===== config.mk =====
export PLATFORM = sky130hd
export DESIGN_NAME = enc_bcd_counter
export DESIGN_NICKNAME = d
export VERILOG_FILES = /design/src/rtl/enc_bcd_counter.sv
export SDC_FILE = /design/constraint.sdc
export NUM_CORES = 1
export LEC_CHECK = 0
export BUFFER_PORTS_ARGS = -buffer_cell sky130_fd_sc_hd__buf_2
export CORE_MARGIN = 1
export CORE_UTILIZATION = 40
export DETAILED_ROUTE_END_ITERATION = 7
export GPL_ROUTABILITY_DRIVEN = 0
export GPL_TIMING_DRIVEN = 0
export PLACE_DENSITY_LB_ADDON = 0.3
export SETUP_SLACK_MARGIN = 0.5
export SYNTH_ARGS = -nofsm -noshare
export SYNTH_HDL_FRONTEND = slang
export SYNTH_SLANG_ARGS = --single-unit

===== constraint.sdc =====
create_clock -name clk -period 2.5 [get_ports clk]
set_input_delay 0.125 -clock clk [delete_from_list [all_inputs] [get_ports clk]]
set_output_delay 0.125 -clock clk [all_outputs]
set_load 0.03 [all_outputs]

===== src/rtl/enc_bcd_counter.sv =====
// enc_bcd_counter: rotary-encoder pulse accumulator driving a wrap/saturate BCD up/down counter
module enc_bcd_counter #(
  parameter int DIGITS          = 2,
  parameter int PULSES_PER_STEP = 4,
  parameter bit WRAP            = 1'b1
) (
  input  logic                clk,
  input  logic                reset_n,
  input  logic                cw,
  input  logic                ccw,
  input  logic                clr,
  input  logic                load,
  input  logic [4*DIGITS-1:0] load_val,
  output logic [4*DIGITS-1:0] bcd_count,
  output logic                step_up,
  output logic                step_dn,
  output logic                at_max,
  output logic                at_min
);
  localparam int W = 4*DIGITS;
  localparam logic signed [8:0] PPS = 9'(PULSES_PER_STEP);
  localparam logic [W-1:0] NINES = {DIGITS{4'h9}};
  function automatic logic [W-1:0] bcd_inc(input logic [W-1:0] v);
    logic c;
    logic [3:0] d;
    c = 1'b1;
    for (int i = 0; i < DIGITS; i++) begin
      d = v[4*i +: 4];
      bcd_inc[4*i +: 4] = c ? (d == 4'd9 ? 4'd0 : d + 4'd1) : d;
      c = c & (d == 4'd9);
    end
  endfunction
  function automatic logic [W-1:0] bcd_dec(input logic [W-1:0] v);
    logic b;
    logic [3:0] d;
    b = 1'b1;
    for (int i = 0; i < DIGITS; i++) begin
      d = v[4*i +: 4];
      bcd_dec[4*i +: 4] = b ? (d == 4'd0 ? 4'd9 : d - 4'd1) : d;
      b = b & (d == 4'd0);
    end
  endfunction
  function automatic logic [W-1:0] bcd_clamp(input logic [W-1:0] v);
    for (int i = 0; i < DIGITS; i++)
      bcd_clamp[4*i +: 4] = v[4*i +: 4] > 4'd9 ? 4'd9 : v[4*i +: 4];
  endfunction
  logic signed [8:0] acc, acc_inc, acc_dec, acc_nxt;
  logic up, dn;
  logic [W-1:0] count_nxt;
  assign at_max = bcd_count == NINES;
  assign at_min = bcd_count == '0;
  always_comb begin
    acc_inc   = acc + 9'sd1;
    acc_dec   = acc - 9'sd1;
    up        = cw & ~ccw & (acc_inc == PPS);
    dn        = ccw & ~cw & (acc_dec == -PPS);
    acc_nxt   = (up | dn) ? '0 : (cw & ~ccw) ? acc_inc : (ccw & ~cw) ? acc_dec : acc;
    // Saturation only matters at the ends; wrapping falls out of the ripple itself
    count_nxt = up ? ((at_max && !WRAP) ? bcd_count : bcd_inc(bcd_count)) :
                dn ? ((at_min && !WRAP) ? bcd_count : bcd_dec(bcd_count)) : bcd_count;
  end
  always_ff @(posedge clk or negedge reset_n) begin
    if (!reset_n) begin
      bcd_count <= '0;
      acc       <= '0;
      step_up   <= 1'b0;
      step_dn   <= 1'b0;
    end else if (clr) begin
      bcd_count <= '0;
      acc       <= '0;
      step_up   <= 1'b0;
      step_dn   <= 1'b0;
    end else if (load) begin
      bcd_count <= bcd_clamp(load_val);
      acc       <= '0;
      step_up   <= 1'b0;
      step_dn   <= 1'b0;
    end else begin
      bcd_count <= count_nxt;
      acc       <= acc_nxt;
      step_up   <= up;
      step_dn   <= dn;
    end
  end
endmodule

# Yosys cells after proc, flatten, opt, wreduce, memory -nomap -nowiden
# Index checks and enable logic that the tools add are counted.
[totals] ff_bits=19 input_bits=14 elab_cells=54
[op_classes] addsub=6 n_lt_le_gt_ge=2 n_eq_ne=6 mux=21 n_bitwise=7 reduce_logical=7
[op_table] op="$mux 9" count=5
[op_table] op="$mux 4" count=8
[op_table] op="$mux 8" count=4
[op_table] op="$add 9x2->9 const B" count=1
[op_table] op="$eq 9x3->1 const B" count=1
[op_table] op="$eq 9x4->1 const B" count=1
[op_table] op="$sub 9x2->9 const B" count=1
[op_table] op="$add 4x1->4 const B" count=2
[op_table] op="$eq 4x4->1 const B" count=2
[op_table] op="$eq 8x8->1 const B" count=1
[op_table] op="$gt 4x4->1 const B" count=2
[op_table] op="$logic_not 4->1" count=2
[op_table] op="$logic_not 8->1" count=1
[op_table] op="$reduce_bool 4->1" count=2
[op_table] op="$sub 4x1->4 const B" count=2
[op_table] op="$reduce_bool 5->1" count=1
[op_table] op="$and 1x1->1" count=4
[op_table] op="$mux 1" count=4
[op_table] op="$ne 4x3->1 const B" count=1
[op_table] op="$reduce_and 3->1" count=1
[op_table] op="$not 1->1" count=2
[op_table] op="$or 1x1->1" count=1

# Depth between registers and ports, before layout
# Gate-level depths: netlist (run 1).
[depth] word_depth=7 depth_mapped=12 ltp_nobuf=8

# Worst setup path after synthesis (run 1)
# OpenSTA, ideal clock, no wires.
[synth_path] path_kind="reg2reg" startpoint="reg acc[1]" endpoint="reg bcd_count[1]" setup_time_ns=0.127 arrival_ns=2.520 required_time_ns=2.373 path_slack_ns=-0.147 path_stages_with_launch=11 path_buffers=3 path_cell_list="dfrtp_1 > buf_2 > inv_1 > ha_1 > clkbuf_1 > nor3b_1 > mux2i_1 > and4bb_1 > or3_1 > buf_4 > mux2_1"
[synth_via] elab_chain_cells=6 word_cells_on_any_way=10 classes_between="2 x add/sub; 2 x eq/ne; 3 x mux; 2 x bitwise; 1 x reduce/logical"
[synth_rtl] element="start: declaration" line_no="47" rtl="logic signed [8:0] acc, acc_inc, acc_dec, acc_nxt;"
[synth_rtl] element="start signal: assignment" line_no="80" rtl="acc <= acc_nxt;"
[synth_rtl] element="$add 9x2->9" line_no="53" rtl="acc_inc = acc + 9'sd1;"
[synth_rtl] element="$eq 9x4->1" line_no="55" rtl="up = cw & ~ccw & (acc_inc == PPS);"
[synth_rtl] element="$and 1x1->1" line_no="55"
[synth_rtl] element="$mux 8" line_no="59" rtl="count_nxt = up ? ((at_max && !WRAP) ? bcd_count : bcd_inc(bcd_count)) :"
[synth_rtl] element="$mux 8" line_no="73" rtl="end else if (load) begin"
[synth_rtl] element="$mux 8" line_no="68" rtl="end else if (clr) begin"
[synth_rtl] element="end signal: assignment" line_no="74" rtl="bcd_count <= bcd_clamp(load_val);"
[synth_rtl] element="end signal: assignment" line_no="79" rtl="bcd_count <= count_nxt;"
[synth_rtl] element="end: declaration" line_no="14" rtl="output logic [4*DIGITS-1:0] bcd_count,"
# Parallel ways exist; a longest one is shown, timed or not.
# A chain may end at the register's enable or synchronous reset.

# Worst setup path after layout (run 1)
[layout_path] startpoint="reg acc[0]" endpoint="reg bcd_count[3]"
# Same word-level chain as after synthesis.

==> impl_metrics.tcl, run 1 <==
set metrics [dict create \
    status "finished with violations" \
    violations "setup timing" \
    grt_antenna_before_repair 0 \
    critPathKind "reg -> reg" \
    vias 1864 \
    wl_per_cell_um 14.7 \
    synth_edf_count 0 \
    p_leak_uw 0.00114 \
    worst-slew-pin-transition_ns 0.459 \
    timing_hold_violations_final 0 \
    maxSlewHeadroom 0.686 \
    ant_nets 0 \
    layout.nets 309 \
    wirelength_um 4950 \
    ys_seq_elements 19 \
    antennaDiodeCount 0 \
    cts_max_level 1 \
    clkTransAtPathRegs_ns 0.07 \
    dieArea_sq_mm 0.00484 \
    chipWidth_um 69.6 \
    grt_usage 0.203 \
    regArea_sq_um 477 \
    drv_cap 0 \
    multi_input_area_sq_mm 0.00146 \
    rsz0062_at_grt "yes" \
    worst_slack_ns -0.0617 \
    syn-instance-count 226 \
    cp_max_fo 7 \
    dp_hpwl_um 3120 \
    drtIter0Drc 89 \
    port_buffers 25 \
    top_layer "met4" \
    finalSetupViolations 6 \
    crit_top_cell "buf_6" \
    wl_met2_um 2450 \
    path_cells "buf_6 > inv_4 > ha_4 > buf_8 > xnor2_2 > or4_4 > a2bb2oi_4 > and4bb_1 > or3_1 > buf_6 > mux2_4" \
    core_area_sq_mm 0.00438 \
    syn_area_per_cell_sq_um 8.08 \
    min-delay-path-class "in -> reg" \
    met1Wirelength_um 2220 \
    first_pass_iters 4 \
    synthesis.nets 250 \
    numCtsBuffers 3 \
    required_ns 2.65 \
    start_util 0.417 \
    place_ws_ns -0.245 \
    worst_setup_path_end_kind "flop" \
    grt-ovfl-total 0 \
    placed_area_sq_mm 0.00207 \
    post_drt_via_cell_ratio 5.55 \
    clk-insertion-delay-late_ns 0.27 \
    setup_tns_ns -0.247 \
    cts_buffer_depth 2 \
    dp_cells 303 \
    startpoint_type "flop" \
    grt_pass1_wl_um 8080 \
    drc 0 \
    dr_wl_met3_um 187 \
    finalMaxSlewViolations 0 \
    synth_flop_cell "dfrtp_1" \
    cts-root-buf "clkbuf_8" \
    ios 26 \
    final_common_cell "buf_4" \
    powerDensity_mw_per_mm2 406 \
    clock_sinks 19 \
    ys_types 51 \
    fin_crit_sh 1.02 \
    async_reset_ff_frac 1.00 \
    synth_warnings 0 \
    syn_area_sq_mm 0.00183 \
    final_layout_size_suffix_gt1_frac 0.384 \
    clock.fmax_ghz 0.390 \
    cts_tree "built" \
    final_cells 336 \
    finClkSkew_ns 0.00196 \
    vdd_drop_max_mv 0.179 \
    arrival_ns 2.72 \
    cp_slowest_cell "or4_4" \
    seq_area_frac_synth 0.260 \
    core.rowCount 24 \
    cpPeakStageDelay_ns 0.56 \
    layout_common_cells "27 x buf_4, 25 x buf_2, 18 x nor2_1, 18 x dfrtp_1, 16 x nand2_1" \
    period_minus_slack_ns 2.56 \
    fillers 381 \
    grt_start_max_net_pins 20 \
    area_growth_pct 42.0 \
    die_h_um 69.6 \
    final_cell_area_sq_mm 0.00259 \
    grt_pass1_vias 1781 \
]
path summary, 6_finish.rpt:
check                                              start                        to  slack, ns  cells past startpoint
worst min register to register  bcd_count[5]$_DFFE_PN0P_  bcd_count[5]$_DFFE_PN0P_       0.65                      1
worst min-delay path                                 ccw        acc[4]$_DFFE_PN0P_       0.25                      3
min in group asynchronous                        reset_n        acc[8]$_DFFE_PN0P_       0.33                      2
worst max register to register        acc[0]$_DFFE_PN0P_  bcd_count[3]$_DFFE_PN0P_      -0.06                     11
max in group asynchronous                        reset_n        acc[0]$_DFFE_PN0P_       1.83                      2
worst max-delay path                  acc[0]$_DFFE_PN0P_  bcd_count[3]$_DFFE_PN0P_      -0.06                     11
layout make-up:
type | instances | share of cell area
Multi-Input combinational cell | 181 | 0.562
Sequential cell | 19 | 0.184
Timing Repair Buffer | 54 | 0.144
Buffer | 14 | 0.0473
Tap cell | 52 | 0.0251
Inverter | 12 | 0.0203
Clock buffer | 4 | 0.0174
power by group:
part,switching [uW],internal [uW]
Sequential,37.1,328
Clock,111,114
Combinational,237,227
Total,385,669
state kept, by name, indices dropped and copies added, names as in the netlist:
register / flops
acc: 9
step_up: 1
bcd_count: 8
step_dn: 1
stage by stage:
step	hold WS, ns	utilization	power, uW
floorplan	-0.171	-	620
global placement	0.0866	0.473	704
detailed placement	0.0993	0.473	708
CTS	0.213	0.554	997
global route	0.279	0.592	1120
finish	0.252	0.592	1050
cells by family after synthesis:
group / synth area share
compound gates: 0.177
xor+xnor: 0.0479
fa+ha+maj: 0.0685
buf+inv: 0.0651
flops: 0.260
mux: 0.0651
simple gates: 0.316
cells in the mapped netlist, types with 2 or more instances:
| library cell | count | share of area |
|---|---|---|
| a31oi_1 | 6 | 0.021 |
| xor2_1 | 4 | 0.019 |
| a211oi_1 | 4 | 0.016 |
| or4_4 | 2 | 0.012 |
| nand4_1 | 3 | 0.010 |
| inv_1 | 12 | 0.025 |
| o21a_1 | 2 | 0.0082 |
| xnor2_1 | 6 | 0.029 |
| nand3_1 | 7 | 0.019 |
| or2_2 | 2 | 0.0068 |
| buf_4 | 2 | 0.0082 |
| nand2_1 | 16 | 0.033 |
| o211ai_1 | 4 | 0.016 |
| nand3b_1 | 3 | 0.012 |
| nor2_1 | 23 | 0.047 |
| a21oi_1 | 7 | 0.019 |
| mux2_2 | 2 | 0.012 |
| and3b_1 | 2 | 0.0096 |
| buf_2 | 5 | 0.014 |
| o21ai_0 | 8 | 0.022 |
| and2_1 | 2 | 0.0068 |
| ha_1 | 10 | 0.068 |
| nand2b_1 | 4 | 0.014 |
| nor3b_1 | 6 | 0.025 |
| mux2i_1 | 4 | 0.022 |
| nor3_1 | 8 | 0.022 |
| mux2_1 | 5 | 0.031 |
| clkbuf_1 | 6 | 0.012 |
| and3_1 | 4 | 0.014 |
| or4_1 | 5 | 0.021 |
| dfrtp_1 | 19 | 0.26 |
| nor2b_1 | 8 | 0.027 |
| or3_1 | 5 | 0.017 |
| a22oi_1 | 2 | 0.0082 |
| a2111oi_0 | 2 | 0.0096 |
per-layer routing:
metal | up-vias | global-route usage
li1 | 927 | -
met1 | 872 | 0.262
met2 | 56 | 0.354
met3 | 9 | 0.0218
met4 | 0 | 0.0635
met5 | - | 0
worst max-delay path, delay by kind of cell (launching register included):
kind,cells,cell delay [ns]
simple gates,3,0.88
buf+inv,4,0.44
flops,1,0.40
mux,1,0.30
fa+ha+maj,1,0.15
compound gates,1,0.14
xor+xnor,1,0.13
timing repair:
item | in CTS | in global routing
endpoints found under the hold margin | 19 | 0
buffers inserted | 22 | 5
setup endpoints to repair | 19 | 19
pin swaps | 13 | 9
gates resized for setup | 35 | 22
hold buffers | 1 | 0
cloned | 0 | 1
Note: power is estimated with default switching activity, not from simulation.
==> run 2: changes to the inputs <==
--- a/config.mk
+++ b/config.mk
@@ -11,7 +11,6 @@
 export DETAILED_ROUTE_END_ITERATION = 7
 export GPL_ROUTABILITY_DRIVEN = 0
 export GPL_TIMING_DRIVEN = 0
-export PLACE_DENSITY_LB_ADDON = 0.3
 export SETUP_SLACK_MARGIN = 0.5
 export SYNTH_ARGS = -nofsm -noshare
 export SYNTH_HDL_FRONTEND = slang
==> run 2 against run 1 <==
The flow still finishes with violations (setup timing). Sequential power is essentially flat. Non-clock buffer count down 9. Critical path type unchanged. Wire length decreased by 2.9%.
==> impl_metrics.tcl, run 2 (same netlist as run 1, synthesis figures left out) <==
set metrics [dict create \
    maxSlewHeadroom 0.681 \
    area_growth_pct 32.5 \
    wl_per_cell_um 14.7 \
    place_ws_ns -0.253 \
    cts-root-buf "clkbuf_8" \
    p_leak_uw 0.00107 \
    crit_top_cell "buf_6" \
    path_cells "buf_6 > or3_4 > or4_4 > and2_4 > and4bb_1 > or3_1 > buf_6 > mux2_4" \
    post_drt_via_cell_ratio 5.57 \
    path_buf_inv 2 \
    reg_top3 "acc (9), bcd_count (8)" \
    worst-slew-pin-transition_ns 0.479 \
    core.rowCount 24 \
    cts_tree "built" \
    cp_max_fo 7 \
    wirelength_um 4800 \
    power.switching_uw 360 \
    cts_buffer_depth 2 \
    numCtsBuffers 3 \
    cp_top_family "simple AND/OR/NAND/NOR gates" \
    finalSetupViolations 8 \
    core_area_sq_mm 0.00438 \
    clock.fmax_ghz 0.391 \
    vias 1821 \
    critPathKind "reg -> reg" \
    ant_nets 0 \
    grt-ovfl-total 0 \
    layout_common_cells "25 x buf_2, 22 x nor2_1, 19 x buf_4" \
    intPower_uw 645 \
    min-delay-path-class "in -> reg" \
    finClkSkew_ns 0.00289 \
    grt_pass1_vias 1648 \
    startpoint_type "flop" \
    drc 0 \
    multi_input_area_sq_mm 0.00138 \
    regArea_sq_um 477 \
    grt_start_max_net_pins 20 \
    cts_max_level 1 \
    vdd_drop_max_mv 0.161 \
    arrival_ns 2.71 \
    final_layout_size_suffix_gt1_frac 0.335 \
    drv_cap 0 \
    seqPwrFrac 0.365 \
    dp_hpwl_um 3170 \
    final_common_cell "buf_2" \
    cpPeakStageDelay_ns 0.52 \
    grt_pass1_wl_um 7880 \
    ios 26 \
    die_h_um 69.6 \
    clkTransAtPathRegs_ns 0.07 \
    powerDensity_mw_per_mm2 415 \
    layout.nets 300 \
    combPwrFrac 0.417 \
    first_pass_iters 4 \
    grt_usage 0.201 \
    dieArea_sq_mm 0.00484 \
    p_clk_frac 0.218 \
    antennaDiodeCount 0 \
    violations "setup timing" \
    timing_hold_violations_final 0 \
    port_buffers 25 \
    drtIter0Drc 97 \
    sw_frac_of_total 0.358 \
    fillers 437 \
    fin_hold_ws_ns 0.206 \
    required_ns 2.65 \
    cp_slowest_cell "or4_4" \
    status "finished with violations" \
    rsz0062_at_grt "yes" \
    worst_setup_path_end_kind "flop" \
    regMostFlops "acc" \
    start_util 0.417 \
    grt_antenna_before_repair 0 \
    finalMaxSlewViolations 0 \
    period_minus_slack_ns 2.56 \
    fin_crit_sh 1.02 \
    clk-insertion-delay-late_ns 0.26 \
    chipWidth_um 69.6 \
    worst_slack_ns -0.0560 \
    largest_reg_flops 9 \
    clock_sinks 19 \
]
==> run 2: final timing paths <==
check	cells after the start	slack, ns	endpoint	startpoint
setup reg to reg	8	-0.06	bcd_count[2]$_DFFE_PN0P_	acc[0]$_DFFE_PN0P_
max in group asynchronous	2	1.83	acc[0]$_DFFE_PN0P_	reset_n
setup / recovery	8	-0.06	bcd_count[2]$_DFFE_PN0P_	acc[0]$_DFFE_PN0P_
hold / removal	3	0.21	acc[4]$_DFFE_PN0P_	cw
min in group asynchronous	2	0.34	bcd_count[4]$_DFFE_PN0P_	reset_n
hold reg to reg	1	0.65	bcd_count[5]$_DFFE_PN0P_	bcd_count[5]$_DFFE_PN0P_
==> run 2: power groups by stage <==
| stage | registers (uW) | logic [uW] | clock network, uW |
|---|---|---|---|
| floorplan | 390 | 230 | 0 |
| global placement | 367 | 341 | 0 |
| detailed placement | 368 | 341 | 0 |
| CTS | 363 | 380 | 228 |
| global route | 371 | 462 | 242 |
| finish | 366 | 419 | 219 |
==> run 2: final cells by class <==
class,instances,share of cell area
multi-input combinational,181,0.570
sequential,19,0.197
timing repair buffer,45,0.116
buffer,14,0.0501
tap,52,0.0269
inverter,12,0.0217
clock buffer,4,0.0186
==> run 2: layer usage <==
layer  global-route usage  share of wire  wire (um)
met1                0.270           0.45       2180
met2                0.333           0.50       2420
met3               0.0189          0.025        119
met4               0.0794          0.017         82
met5                    0              0          0
==> run 2: through the flow <==
| stage | TNS (ns) | total power [uW] | util | std cells | instance area, sq um |
|---|---|---|---|---|---|
| floorplan | 0 | 620 | - | 226 | 1880 |
| global placement | -2.51 | 708 | 0.473 | 303 | 2070 |
| detailed placement | -2.63 | 709 | 0.473 | 303 | 2070 |
| CTS | -0.408 | 970 | 0.522 | 319 | 2290 |
| global route | -1.61 | 1070 | 0.552 | 327 | 2420 |
| finish | -0.273 | 1000 | 0.552 | 327 | 2420 |
==> run 2: what timing repair did <==
action / 4_1_cts / 5_1_grt
resized for setup: 20 / 20
hold buffers: 1 / 0
hold endpoints to repair: 19 / 0
setup buffers: 11 / 8
pin swaps: 7 / 10
setup endpoints to repair: 19 / 19
==> run 2: worst register-to-register path, delay by kind of cell, from the launching register on <==
family / cells / cell delay, ns
buf+inv: 2 / 0.27
simple gates: 5 / 1.43
mux: 1 / 0.30
flops: 1 / 0.45
